### src/rtl/pooling_layer_controller_pkg.sv
// Shared pooling-layer definitions: FSM state encoding, default geometry and a
// width helper used by the controller, the input cache and the comparator.
package pooling_layer_controller_pkg;

    localparam int INPUT_SIZE  = 6;
    localparam int KERNEL_SIZE = 2;
    localparam int OUTPUT_SIZE = INPUT_SIZE / KERNEL_SIZE;
    localparam int CMP_LATENCY = 2;

    typedef enum logic [2:0] {
        IDLE,
        WAIT_ROW,
        CALC,
        OUTPUT,
        DONE
    } pool_state_t;

    // Counter width for values 0..v-1; never narrower than one bit.
    function automatic int clog2_min1(input int v);
        return (v <= 2) ? 1 : $clog2(v);
    endfunction

endpackage

### src/rtl/pooling_layer_controller_if.sv
// Control/handshake bundle between the pooling controller and its neighbours.
// Signal suffixes are from the controller's point of view.
interface pooling_layer_controller_if #(
    parameter int OUT_IDX_W = 2
);
    logic                 start_i;
    logic                 abort_i;
    logic                 in_valid_i;
    logic                 in_ready_o;
    logic                 kernel_calc_fin_o;
    logic                 acc_mode_o;
    logic                 cmp_busy_o;
    logic                 out_valid_o;
    logic                 out_ready_i;
    logic [OUT_IDX_W-1:0] out_row_idx_o;
    logic                 busy_o;
    logic                 layer_done_o;

    // Controller side.
    modport slave (
        input  start_i, abort_i, in_valid_i, out_ready_i,
        output in_ready_o, kernel_calc_fin_o, acc_mode_o, cmp_busy_o,
               out_valid_o, out_row_idx_o, busy_o, layer_done_o
    );

    // Sequencer / upstream / downstream side.
    modport master (
        output start_i, abort_i, in_valid_i, out_ready_i,
        input  in_ready_o, kernel_calc_fin_o, acc_mode_o, cmp_busy_o,
               out_valid_o, out_row_idx_o, busy_o, layer_done_o
    );

endinterface

### src/rtl/pool_latency_counter.sv
// Small down-counter that times a fixed-latency unit: load on issue,
// decrement while busy, zero flag marks the end of the latency window.
module pool_latency_counter #(
    parameter int CNT_W = 2
) (
    input  logic             clk,
    input  logic             rst,
    input  logic             clr_i,
    input  logic             load_i,
    input  logic [CNT_W-1:0] load_val_i,
    input  logic             dec_i,
    output logic             zero_o
);

    logic [CNT_W-1:0] count_q;

    // Clear beats load beats decrement; decrement saturates at zero.
    always_ff @(posedge clk or posedge rst) begin
        if (rst) begin
            count_q <= '0;
        end else if (clr_i) begin
            count_q <= '0;
        end else if (load_i) begin
            count_q <= load_val_i;
        end else if (dec_i && (count_q != '0)) begin
            count_q <= count_q - CNT_W'(1);
        end
    end

    assign zero_o = (count_q == '0);

endmodule

### src/rtl/pooling_layer_controller.sv
// Pooling layer controller: accepts conv output rows, strobes the input cache,
// steers the max-merge accumulator, waits out the comparator and hands one
// pooled row downstream per KERNEL_SIZE input rows.
module pooling_layer_controller
    import pooling_layer_controller_pkg::*;
#(
    parameter int KERNEL_SIZE = pooling_layer_controller_pkg::KERNEL_SIZE,
    parameter int OUTPUT_SIZE = pooling_layer_controller_pkg::OUTPUT_SIZE,
    parameter int CMP_LATENCY = pooling_layer_controller_pkg::CMP_LATENCY
) (
    input  logic                        clk,
    input  logic                        rst,
    pooling_layer_controller_if.slave   bus
);

    localparam int WIN_W = clog2_min1(KERNEL_SIZE);
    localparam int OUT_W = clog2_min1(OUTPUT_SIZE);
    localparam int CNT_W = clog2_min1(CMP_LATENCY + 1);

    pool_state_t      state_q;
    logic [WIN_W-1:0] win_row_q;
    logic [OUT_W-1:0] out_row_q;

    logic             row_hs;
    logic             row_out_acc;
    logic             win_last;
    logic             out_last;
    logic             cmp_zero;

    // A row is taken only in WAIT_ROW, and never in a cycle that is aborted.
    assign row_hs      = (state_q == WAIT_ROW) && bus.in_valid_i && !bus.abort_i;
    assign row_out_acc = (state_q == OUTPUT) && bus.out_ready_i && !bus.abort_i;
    assign win_last    = (win_row_q == WIN_W'(KERNEL_SIZE - 1));
    assign out_last    = (out_row_q == OUT_W'(OUTPUT_SIZE - 1));

    // Comparator window: loaded on capture so CALC lasts exactly CMP_LATENCY cycles.
    pool_latency_counter #(
        .CNT_W (CNT_W)
    ) u_cmp_cnt (
        .clk        (clk),
        .rst        (rst),
        .clr_i      (bus.abort_i),
        .load_i     (row_hs),
        .load_val_i (CNT_W'(CMP_LATENCY - 1)),
        .dec_i      (state_q == CALC),
        .zero_o     (cmp_zero)
    );

    // Sequencer: state plus window-row and output-row counters.
    always_ff @(posedge clk or posedge rst) begin
        if (rst) begin
            state_q   <= IDLE;
            win_row_q <= '0;
            out_row_q <= '0;
        end else if (bus.abort_i) begin
            state_q   <= IDLE;
            win_row_q <= '0;
            out_row_q <= '0;
        end else begin
            case (state_q)
                IDLE: begin
                    if (bus.start_i) begin
                        win_row_q <= '0;
                        out_row_q <= '0;
                        state_q   <= WAIT_ROW;
                    end
                end
                WAIT_ROW: begin
                    if (row_hs) begin
                        state_q <= CALC;
                    end
                end
                CALC: begin
                    if (cmp_zero) begin
                        if (win_last) begin
                            win_row_q <= '0;
                            state_q   <= OUTPUT;
                        end else begin
                            win_row_q <= win_row_q + WIN_W'(1);
                            state_q   <= WAIT_ROW;
                        end
                    end
                end
                OUTPUT: begin
                    if (row_out_acc) begin
                        if (out_last) begin
                            state_q <= DONE;
                        end else begin
                            out_row_q <= out_row_q + OUT_W'(1);
                            state_q   <= WAIT_ROW;
                        end
                    end
                end
                DONE: begin
                    state_q <= IDLE;
                end
                default: begin
                    state_q <= IDLE;
                end
            endcase
        end
    end

    // Outputs decode the state register; abort masks anything that would
    // otherwise look like a transfer or completion in the aborted cycle.
    always_comb begin
        bus.in_ready_o        = (state_q == WAIT_ROW) && !bus.abort_i;
        bus.kernel_calc_fin_o = row_hs;
        bus.acc_mode_o        = row_hs && (win_row_q != '0);
        bus.cmp_busy_o        = (state_q == CALC);
        bus.out_valid_o       = (state_q == OUTPUT) && !bus.abort_i;
        bus.out_row_idx_o     = out_row_q;
        bus.busy_o            = (state_q != IDLE);
        bus.layer_done_o      = (state_q == DONE) && !bus.abort_i;
    end

endmodule

### src/flat_wrapper.sv
// flat-port wrapper written by rule: the top's interface ports become plain ports
module pooling_layer_controller_flat import pooling_layer_controller_pkg::*;
#(
    parameter int KERNEL_SIZE = pooling_layer_controller_pkg::KERNEL_SIZE,
    parameter int OUTPUT_SIZE = pooling_layer_controller_pkg::OUTPUT_SIZE,
    parameter int CMP_LATENCY = pooling_layer_controller_pkg::CMP_LATENCY
)
  (clk, rst, bus_start_i, bus_abort_i, bus_in_valid_i, bus_out_ready_i, bus_in_ready_o, bus_kernel_calc_fin_o, bus_acc_mode_o, bus_cmp_busy_o, bus_out_valid_o, bus_out_row_idx_o, bus_busy_o, bus_layer_done_o);
  pooling_layer_controller_if #(.OUT_IDX_W((clog2_min1((OUTPUT_SIZE))))) bus_i ();
  input  logic clk;
  input  logic rst;
  input wire logic [$bits(bus_i.start_i)-1:0] bus_start_i;
  input wire logic [$bits(bus_i.abort_i)-1:0] bus_abort_i;
  input wire logic [$bits(bus_i.in_valid_i)-1:0] bus_in_valid_i;
  input wire logic [$bits(bus_i.out_ready_i)-1:0] bus_out_ready_i;
  output wire logic [$bits(bus_i.in_ready_o)-1:0] bus_in_ready_o;
  output wire logic [$bits(bus_i.kernel_calc_fin_o)-1:0] bus_kernel_calc_fin_o;
  output wire logic [$bits(bus_i.acc_mode_o)-1:0] bus_acc_mode_o;
  output wire logic [$bits(bus_i.cmp_busy_o)-1:0] bus_cmp_busy_o;
  output wire logic [$bits(bus_i.out_valid_o)-1:0] bus_out_valid_o;
  output wire logic [$bits(bus_i.out_row_idx_o)-1:0] bus_out_row_idx_o;
  output wire logic [$bits(bus_i.busy_o)-1:0] bus_busy_o;
  output wire logic [$bits(bus_i.layer_done_o)-1:0] bus_layer_done_o;
  assign bus_i.start_i = bus_start_i;
  assign bus_i.abort_i = bus_abort_i;
  assign bus_i.in_valid_i = bus_in_valid_i;
  assign bus_i.out_ready_i = bus_out_ready_i;
  assign bus_in_ready_o = bus_i.in_ready_o;
  assign bus_kernel_calc_fin_o = bus_i.kernel_calc_fin_o;
  assign bus_acc_mode_o = bus_i.acc_mode_o;
  assign bus_cmp_busy_o = bus_i.cmp_busy_o;
  assign bus_out_valid_o = bus_i.out_valid_o;
  assign bus_out_row_idx_o = bus_i.out_row_idx_o;
  assign bus_busy_o = bus_i.busy_o;
  assign bus_layer_done_o = bus_i.layer_done_o;
  pooling_layer_controller #(.KERNEL_SIZE(KERNEL_SIZE), .OUTPUT_SIZE(OUTPUT_SIZE), .CMP_LATENCY(CMP_LATENCY)) u_core (.clk(clk), .rst(rst), .bus(bus_i));
endmodule
### config.mk
export PLATFORM = sky130hd
export DESIGN_NAME = pooling_layer_controller_flat
export DESIGN_NICKNAME = d
export VERILOG_FILES = /design/src/rtl/pooling_layer_controller_pkg.sv /design/src/rtl/pooling_layer_controller_if.sv /design/src/rtl/pool_latency_counter.sv /design/src/rtl/pooling_layer_controller.sv /design/src/flat_wrapper.sv
export SDC_FILE = /design/constraint.sdc
export NUM_CORES = 1
export LEC_CHECK = 0
export ABC_AREA = 1
export CORE_MARGIN = 2
export CORE_UTILIZATION = 47
export CTS_CLUSTER_DIAMETER = 200
export DETAILED_ROUTE_END_ITERATION = 7
export GPL_ROUTABILITY_DRIVEN = 1
export GPL_TIMING_DRIVEN = 0
export PLACE_DENSITY = 0.82
export SYNTH_ARGS = -nofsm -noshare
export SYNTH_HDL_FRONTEND = slang
export SYNTH_SLANG_ARGS = --single-unit
### constraint.sdc
create_clock -name clk -period 1.42 [get_ports clk]
set_input_delay 0.284 -clock clk [delete_from_list [all_inputs] [get_ports clk]]
set_output_delay 0.284 -clock clk [all_outputs]
set_load 0.02 [all_outputs]
# [After elaboration in Yosys (flattened, before gate mapping)]
# Index checks and enable logic that the tools add are counted.
[totals] wordCells=58 regBits=8 input_bits=6
[classes] n_reduce_logical=20 eq_ne=10 muxes=21 add_sub_neg=3
[op_table] op="3-bit two-way mux" n=6
[op_table] op="2-bit two-way mux" n=8
[op_table] op="3-bit one-hot mux with 4 select lines" n=1
[op_table] op="3-bit nonzero test" n=4
[op_table] op="1-bit logical AND" n=9
[op_table] op="3-bit by 2-bit != test with 1-bit output, second input constant" n=3
[op_table] op="4-bit AND reduction" n=2
[op_table] op="3-bit by 2-bit equality test with 1-bit output, second input constant" n=2
[op_table] op="3-bit != test, second input constant" n=2
[op_table] op="1-bit two-way mux" n=4
[op_table] op="2-bit one-hot mux with 2 select lines" n=1
[op_table] op="3-bit by 1-bit equality test with 1-bit output, second input constant" n=1
[op_table] op="3-bit equality test, second input constant" n=1
[op_table] op="3-bit logical NOT" n=1
[op_table] op="3-bit AND reduction" n=1
[op_table] op="2-bit by 1-bit adder with 2-bit output, second input constant" n=1
[op_table] op="2-bit equality test, second input constant" n=1
[op_table] op="2-bit logical NOT" n=1
[op_table] op="1-bit one-hot mux with 2 select lines" n=1
[op_table] op="2-bit nonzero test" n=1
[op_table] op="2-bit by 1-bit subtractor with 2-bit output, second input constant" n=1
[op_table] op="1-bit adder, second input constant" n=1
[op_table] op="1-bit logical NOT" n=1

# [Logic depth before layout (Yosys ltp)]
# Gate-level depths: netlist of the first run.
[depth] ltp_word=6 mapped_depth=8 mapped_depth_nobuf=8

# [Cells and area by module]
# A second synthesis of the first run with hierarchy kept.
[hier_totals] hier_cells=92 hier_area_um2=603.1
[modules_own_cells] mod="pooling_layer_controller" area_per_inst_um2=462.9 n_inst=1 cells_each=71
[modules_own_cells] mod="pool_latency_counter" area_per_inst_um2=140.1 n_inst=1 cells_each=21

# [Worst setup path before layout of the first run]
# Ideal clock, no wire load.
[synth_timing] path_kind="register to output" startpoint="register u_core.state_q[1]" endpoint="output bus_acc_mode_o" t_arrival_ns=1.302 required_time_ns=1.136 setup_slack_ns=-0.166 stages_incl_launch_ff=7 cell_sequence="dfrtp_1 > buf_6 > inv_1 > nand2_1 > nor2_2 > nand2_2 > nor2_1"
[synth_between] elab_chain_cells=4
[synth_rtl] item="from (decl)" line_no="pooling_layer_controller.sv:20" rtl="pool_state_t state_q;"
[synth_rtl] item="from (signal assigned)" line_no="pooling_layer_controller.sv:52" rtl="state_q <= IDLE;"
[synth_rtl] item="from (signal assigned)" line_no="pooling_layer_controller.sv:56" rtl="state_q <= IDLE;"
[synth_rtl] item="from (signal assigned)" line_no="pooling_layer_controller.sv:65" rtl="state_q <= WAIT_ROW;"
[synth_rtl] item="3-bit by 1-bit equality test with 1-bit output" line_no="pooling_layer_controller.sv:31" rtl="assign row_hs = (state_q == WAIT_ROW) && bus.in_valid_i && !bus.abort_i;"
[synth_rtl] item="1-bit logical AND (2 in series)" line_no="pooling_layer_controller.sv:31"
[synth_rtl] item="1-bit logical AND" line_no="pooling_layer_controller.sv:109" rtl="bus.acc_mode_o = row_hs && (win_row_q != '0);"
[synth_rtl] item="to (decl)" line_no="flat_wrapper.sv:18" rtl="output wire logic [$bits(bus_i.acc_mode_o)-1:0] bus_acc_mode_o;"
# Every way passes these cells.

# [Worst setup path after layout of the first run]
# Same ends and word-level chain as after synthesis.

==> results of run 1 <==
state kept, by name, indices dropped and copies added, names as in the netlist:
signal                    cells
u_core.state_q                3
u_core.win_last               1
u_core.bus.out_row_idx_o      2
u_core.u_cmp_cnt.count_q      2
routing by layer:
metal / track usage, % / vias to the layer above
met2: 40.6 / 30
li1: - / 356
met4: 15.0 / 0
met5: 0 / -
met3: 2.72 / 6
met1: 25.0 / 333
through the flow:
stage | TNS [ns] | cells | util (%) | hold WS (ns) | instance area, um2
after floorplan | -0.0160 | 89 | - | 0.0997 | 654
after global placement | -4.50 | 118 | 63.3 | 0.511 | 813
after detailed placement | -4.87 | 118 | 63.3 | 0.505 | 813
after CTS | -0.548 | 131 | 72.2 | 0.281 | 927
after global routing | -1.12 | 138 | 80.7 | 0.322 | 1040
final | -0.607 | 138 | 80.7 | 0.272 | 1040
synth_stat cells, drive strengths merged:
cell type and n:
nand3 14, o21ai 2, nand3b 1, nand4 2, dfrtp 8, clkinv 1, nor3 2, nor4 1
inv 15, nor2 11, o211ai 1, ha 2, nand2 25, buf 2, o21bai 2
cell type report:
| cell class | instances | area, um2 | share of cell area (%) |
|---|---|---|---|
| Multi-Input combinational cell | 63 | 415 | 40.0 |
| Timing Repair Buffer | 31 | 289 | 27.9 |
| Sequential cell | 8 | 201 | 19.4 |
| Inverter | 16 | 67.6 | 6.51 |
| Clock buffer | 3 | 22.5 | 2.17 |
| Buffer | 2 | 22.5 | 2.17 |
| Tap cell | 15 | 18.8 | 1.81 |
timing repair:
action | CTS | global route
pin swaps | 4 | 5
endpoints found under the setup margin | 9 | 9
gates resized for setup | 52 | 16
setup buffers | 10 | 7
hold endpoints to repair | 0 | 0
report_power, final:
group / internal [mW] / switching (mW)
registers: 0.268 / 0.0230
clock network: 0.0967 / 0.0770
logic: 0.430 / 0.474
total: 0.795 / 0.574
worst reg2reg max path, delay by kind of cell, from the launching register on:
kind                   cells  cell delay, ns
and+or+nand+nor            6            0.54
DFF                        1            0.43
buffers and inverters      2            0.33
worst paths after layout:
check                                       startpoint                     endpoint  slack, ns
min                                                rst  u_core.bus.out_row_idx_o[1]       0.27
max reg2reg                          u_core.state_q[2]            u_core.state_q[1]          0
max in group asynchronous                          rst            u_core.state_q[2]       0.89
min reg2reg                u_core.bus.out_row_idx_o[1]  u_core.bus.out_row_idx_o[1]       0.51
max                                  u_core.state_q[1]               bus_acc_mode_o      -0.14
min in group clk           u_core.bus.out_row_idx_o[1]  u_core.bus.out_row_idx_o[1]       0.51
cell families after synthesis:
kind of cell	Yosys count
simple gates	56
buf+inv	18
flops	8
compound gates	5
fa+ha+maj	2
==> key figures, run 1 <==
Synth
  • Post-synthesis cell count: 89
  • Top cells by area, synth: dfrtp_1 31%, nand2_1 13%, nand3_1 9.4%
  • Yosys top cell by area: dfrtp_1
  • Syn Std Cell Area: 641 um2
  • Unique masters post-synth: 21
  • Post-Synth Simple-Gate Area: 46.7%
  • Synth Area in Adders: 3.91%
  • Post-synthesis compound-gate area fraction: 5.08%
  • Synthesized flop and latch total: 8
  • Synth Area in XOR/XNOR: 0%
  • Area share of the largest cell type after synthesis: 31.3%
  • Yosys warns: 0
  • Largest family of logic cells by synthesized area: simple AND/OR/NAND/NOR gates
  • Register area share after synthesis: 31.3%
  • Syn Area/Cell: 7.20 um2
  • Net Count, Synth: 97
  • Mux contribution to synthesized area: 0%

Flow run
  • Max-cap violations: 0

Drt
  • Routed len/inst: 12.6 um
  • Vias per cell: 5.25
  • Via count: 725
  • Wire length on met3: 83 um
  • M1 WL: 702 um
  • Top Metal Used: met4
  • DR pass1 iterations: 4
  • Post-route ant nets: 0
  • Initial DRC count: 14
  • Routed WL: 1.74 mm
  • DRC violations left: 0
  • Met2 wire len: 916 um

Floorplanning
  • Die Ht: 40.9 um
  • Starting density of the core: 49.9%
  • Core ar.: 1280 um2
  • I/O Pins: 15
  • Die area: 1670 um2
  • Row cnt: 13
  • Die X: 40.9 um

Global route
  • First-pass GRT wire length: 2.46 mm
  • Overall Global Routing Usage: 22.8%
  • Initial antenna violation count: 0
  • Overflow after GRT: 0
  • Largest net degree at the start of global routing: 9
  • Vias in the first global route: 622

Worst setup path
  • R2R depth: 8
  • Worst path most repeated cell: buf_6
  • Worst EP required: 1.14 ns
  • Type of origin of the critical path: flip-flop
  • Top cell family by delay on the critical path: flip-flops
  • CP endpoint kind: output pin
  • Buf/Inv on CP: 3
  • Cell depth of the worst setup path: 7
  • Delay of the slowest critical-path stage: 0.37 ns
  • Critical path peak fanout: 6
  • WS Path Type: reg2out
  • Worst path cell trace: buf_6 > inv_4 > nand2_4 > nor2_4 > nand2_2 > nor2_2 > buf_6
  • Crit-path slowest cell: dfrtp_1
  • Worst EP arrival: 1.27 ns

Timing
  • Final setup viols: 7
  • Worst setup margin: -0.135 ns
  • Layout Skew: 0.00847 ns
  • Fmax: 643 MHz
  • Fin crit share: 110%
  • RSZ-0062 raised after global routing: true
  • Final Hold Violating Endpoints: 0
  • Slew headroom: 78.2%
  • Worst-Margin Slew: 0.325 ns
  • Min cycle time layout: 1.56 ns
  • Fin. max-slew vios: 0

CTS
  • Clock tree buffer depth: 2
  • Clk_lat worst skew: 0.25 ns
  • CTS buffer count: 3
  • CTS root buffer: clkbuf_4
  • TritonCTS clock tree: built
  • Clock sink count: 8
  • Clock-pin slew of the registers on the worst-case setup and hold paths: 0.06 ns
  • Htree depth: 1
  • Hold_buf cts: 0

Place
  • Routability cong.: 0.781
  • Pre-CTS WS: -0.858 ns
  • Detailed Place HPWL: 1.08 mm
  • Port bufs: 14

Layout
  • Commonest non-fill, non-tap cell in the layout: nand2_1
  • Final nets: 133
  • Synth-to-layout area growth: 61.9%
  • Most frequent cells in the layout: 16 x nand2_1, 15 x buf_4, 11 x nand3_1
  • Antenna Diode Count: 0
  • Layout cells sized above 1: 47.2%
  • Fill cells: 82

Power and ir drop
  • PwrDens: 1320 nW/um2
  • Tot Pwr: 1.37 mW
  • Pleak: 0.565 nW
  • VDD IR max: 0.000829 V

Worst hold path
  • Worst min path class: in2async

Status
  • Failing checks: negative setup slack
  • Status: complete, but fails checks
Note: power is estimated with default switching activity, not from simulation.
==> run 2, diff against run 1 <==
--- a/config.mk
+++ b/config.mk
@@ -8,7 +8,7 @@
 export ABC_AREA = 1
 export CORE_MARGIN = 2
 export CORE_UTILIZATION = 47
-export CTS_CLUSTER_DIAMETER = 200
+export CTS_CLUSTER_DIAMETER = 30
 export DETAILED_ROUTE_END_ITERATION = 7
 export GPL_ROUTABILITY_DRIVEN = 1
 export GPL_TIMING_DRIVEN = 0
==> results of run 2 <==
The final DEF is identical to that of run 1; final timing and power are the same.
==> RTL edit 1: new RTL, flow settings as in run 1 <==
The package constant `CMP_LATENCY` goes from 2 to 1.
--- a/src/rtl/pooling_layer_controller_pkg.sv
+++ b/src/rtl/pooling_layer_controller_pkg.sv
@@ -5,7 +5,7 @@
     localparam int INPUT_SIZE  = 6;
     localparam int KERNEL_SIZE = 2;
     localparam int OUTPUT_SIZE = INPUT_SIZE / KERNEL_SIZE;
-    localparam int CMP_LATENCY = 2;
+    localparam int CMP_LATENCY = 1;
 
     typedef enum logic [2:0] {
         IDLE,
Behaviour: not the same (a bounded check fails within 4 cycles, from zero or initial values and one cycle with rst high).
==> RTL edit 1 against run 1 <==
  * The run still ends with setup timing left
  * Wire length fell by 4.7%
  * Setup slack worse by 0.038 ns
  * Total power up 4.3%
  * Combinational power increased by 6.9%
  * Via count is 13% lower
  * Sequential cell count down 1
  * Cell area fell by 14%
  * Area after synthesis decreased by 13%
  * Largest power group unchanged
==> RTL edit 1: results <==
{
  "p_comb_frac": 0.676,
  "ys_warn_count": 0,
  "peakVddDrop_v": 0.000801,
  "syn_avg_cell_area_um2": 7.20,
  "p_int_w": 0.000802,
  "gr-usage-met3": 0.0407,
  "grt.met2_usage": 0.428,
  "pwr-share-seq": 0.203,
  "synth_fp_nets": 84,
  "fin_hold_ws_ns": 0.260,
  "grt_pass1_wl_um": 2370,
  "worst_setup_path_start_kind": "flip-flop",
  "setup_viol": 7,
  "grt_usage": 0.242,
  "placed_cells": 105,
  "dr_wl_met3_um": 104,
  "tns_ns": -0.785,
  "place_area_um2": 723,
  "grt_pass1_vias": 576,
  "worstReg2RegStart": "u_core.state_q[0]",
  "yosysSeqAreaShare": 0.316,
  "ys_types": 22,
  "route.met2.wl_um": 902,
  "layout.nets": 116,
  "cp.arrival_ns": 1.31,
  "crit_family": "simple AND/OR/NAND/NOR gates",
  "gp_congestion": 0.738,
  "synth_top_cells_by_count": "nand2_1, nor2_1, dfrtp_1, inv_1, nand3_1",
  "met1_usage": 0.260,
  "slew_headroom": 0.792,
  "synth_area_leaders": "dfrtp_1, nand2_1, nor2_1, nand2_2, nand3_1",
  "wl_met1_um": 586,
  "avgViaCountPerCell": 5.16,
  "r2r_setup_slack_ns": 0.02,
  "layout-drive-gt1-share": 0.509,
  "violations": "setup timing",
  "rr_endpoint": "u_core.win_last",
  "fin_ws_ns": -0.173,
  "r2r_cells": 8,
  "max_flop_register": "u_core.state_q",
  "max_stage_delay_ns": 0.34,
  "power.leakage_nw": 0.469,
  "status": "finished with violations",
  "drt_iter0_drc": 30,
  "vias": 630,
  "hpwl_um": 1030,
  "pre_cts_ws_ns": -0.848,
  "finClkSkew_ns": 0.00417,
  "clk_pin_slew_ns": 0.05
}
RTL edit 1: cell count changes after synthesis, sizes merged, moves of 2 or more:
cell / delta
o21ai: +2
nand3: -5
inv: -4
nand2: -3
nand4: -2
o21bai: -2
nor2: +2
RTL edit 1: kinds of logic (layout without fill, tap and decap cells):
group,count (synthesis),count (layout),synth area share
flip-flops,7,7,0.316
AND/OR/NAND/NOR,50,50,0.501
adder cells (fa/ha/maj),1,1,0.0226
buffers and inverters,13,44,0.102
AO/OA/AOI/OAI,6,6,0.0587
RTL edit 1: cell type report:
type / count / area, µm²
Sequential cell: 7 / 178
Tap cell: 14 / 17.5
Buffer: 1 / 11.3
Multi-Input combinational cell: 57 / 368
Inverter: 12 / 50.0
Clock buffer: 4 / 26.3
Timing Repair Buffer: 27 / 245
Fill cell: 74 / 215
RTL edit 1: repair_timing:
item	in CTS	in global routing
gates resized for setup	51	7
endpoints found under the setup margin	9	9
buffers inserted	9	5
hold endpoints to repair	0	0
pin swaps	4	6
hold buffers	0	0
==> RTL edit 2: new RTL, settings of run 1 <==
Without the edit above. Encoding of `pool_state_t`: now one-hot (5 bits for 5 states).
--- a/src/rtl/pooling_layer_controller_pkg.sv
+++ b/src/rtl/pooling_layer_controller_pkg.sv
@@ -7,12 +7,12 @@
     localparam int OUTPUT_SIZE = INPUT_SIZE / KERNEL_SIZE;
     localparam int CMP_LATENCY = 2;
 
-    typedef enum logic [2:0] {
-        IDLE,
-        WAIT_ROW,
-        CALC,
-        OUTPUT,
-        DONE
+    typedef enum logic [4:0] {
+        IDLE     = 5'b00001,
+        WAIT_ROW = 5'b00010,
+        CALC     = 5'b00100,
+        OUTPUT   = 5'b01000,
+        DONE     = 5'b10000
     } pool_state_t;
 
     // Counter width for values 0..v-1; never narrower than one bit.
Check against the original RTL: same outputs for any inputs over 10 cycles, from zero or initial values and one cycle with rst high; not proved beyond that.
==> RTL edit 2 against run 1 <==
  * The run still ends with setup timing left
  * First-iteration DRC count is 50% higher
  * Total power is 9.7% lower
  * Fmax fell by 5.6%
  * Area after synthesis up 8.2%
  * Utilization is 1.2 points lower
  * Critical endpoint unchanged
  * Sequential cell count grew 2
  * Setup slack worse by 0.092 ns
  * Worst hold slack improved by 0.012 ns
  * Sequential share of layout area up 4.5 points
  * Wire length grew 8.9%
  * Via count increased by 3.7%
  * Cell area rose by 2.3%
==> RTL edit 2: results <==
{
  "finClkSkew_ns": 0.0115,
  "placed_cells": 123,
  "grt_max_degree": 11,
  "endpoint": "bus_acc_mode_o",
  "tightest_slew_ns": 0.388,
  "r2r_cells": 10,
  "clk_pin_slew_ns": 0.07,
  "synth_area_leaders": "dfrtp_1, nand2_1, inv_1, nand3_1, nor2_2",
  "hpwl_um": 1240,
  "max_stage_delay_ns": 0.44,
  "clk_latency_ns": 0.27,
  "syn_avg_cell_area_um2": 7.37,
  "slowest_stage": "dfrtp_1",
  "peakVddDrop_v": 0.000755,
  "layout-drive-gt1-share": 0.472,
  "worstReg2RegStart": "u_core.state_q[3]",
  "pwr-share-seq": 0.296,
  "hold_class": "primary input to asynchronous set/reset pin",
  "ys_warn_count": 0,
  "r2r_setup_slack_ns": -0.05,
  "tns_ns": -1.36,
  "dr.pass1.iters": 4,
  "gr-usage-met3": 0.0302,
  "met1_usage": 0.264,
  "grt.met2_usage": 0.406,
  "synthFlopType": "dfrtp_1",
  "yosysSeqAreaShare": 0.363,
  "switching_share": 0.390,
  "synth_top_cells_by_count": "nand2_1, inv_1, dfrtp_1, nand3_1, nor2_1",
  "wl_um": 1890,
  "grt_pass1_wl_um": 3110,
  "synthArstFlopShare": 1.00,
  "p_clk_w": 0.000207,
  "status": "finished with violations",
  "vias": 752,
  "crit_family": "simple AND/OR/NAND/NOR gates",
  "max_flop_register": "u_core.state_q",
  "largest_register_ffs": 5,
  "drt_iter0_drc": 21,
  "fin_ws_ns": -0.227,
  "violations": "setup timing",
  "n_fill_cell": 88,
  "fin_hold_ws_ns": 0.284,
  "htreeDepth": 1,
  "ys_types": 20,
  "path_max_fanout": 3,
  "layout.nets": 134,
  "clockBufferDepth": 2,
  "power_w": 0.00124,
  "synth_fp_nets": 102,
  "place_area_um2": 882,
  "gp_congestion": 0.841,
  "numCtsBuffers": 3,
  "cp.arrival_ns": 1.36,
  "cts.root.buffer_cell": "clkbuf_4",
  "setup_viol": 11,
  "pre_cts_ws_ns": -0.728,
  "power.leakage_nw": 0.563,
  "avgViaCountPerCell": 5.37,
  "grt_usage": 0.230
}
==> RTL edit 2: layer usage <==
layer | wire (µm) | vias up
met1 | 744 | 346
met4 | 63 | 0
met2 | 1000 | 30
li1 | - | 368
met3 | 80 | 8
met5 | 0 | -
==> RTL edit 2: final cells by class <==
class	count	area (µm²)	area share
clock buffer	4	26.3	0.0248
inverter	18	70.1	0.0660
multi-input combinational	66	455	0.429
sequential	10	254	0.239
tap	15	18.8	0.0177
timing repair buffer	27	236	0.223
==> RTL edit 2: cell families (layout without fill, tap and decap cells) <==
family,Yosys count,after routing,share of synthesized area
simple gates,59,59,0.449
flops,10,10,0.363
fa+ha+maj,2,2,0.0361
buf+inv,18,49,0.0975
compound gates,5,5,0.0541
==> RTL edit 2: what timing repair did <==
action / in CTS / in global routing
setup buffers: 9 / 4
pin swaps: 8 / 7
gates resized for setup: 46 / 16
endpoints found under the setup margin: 11 / 14
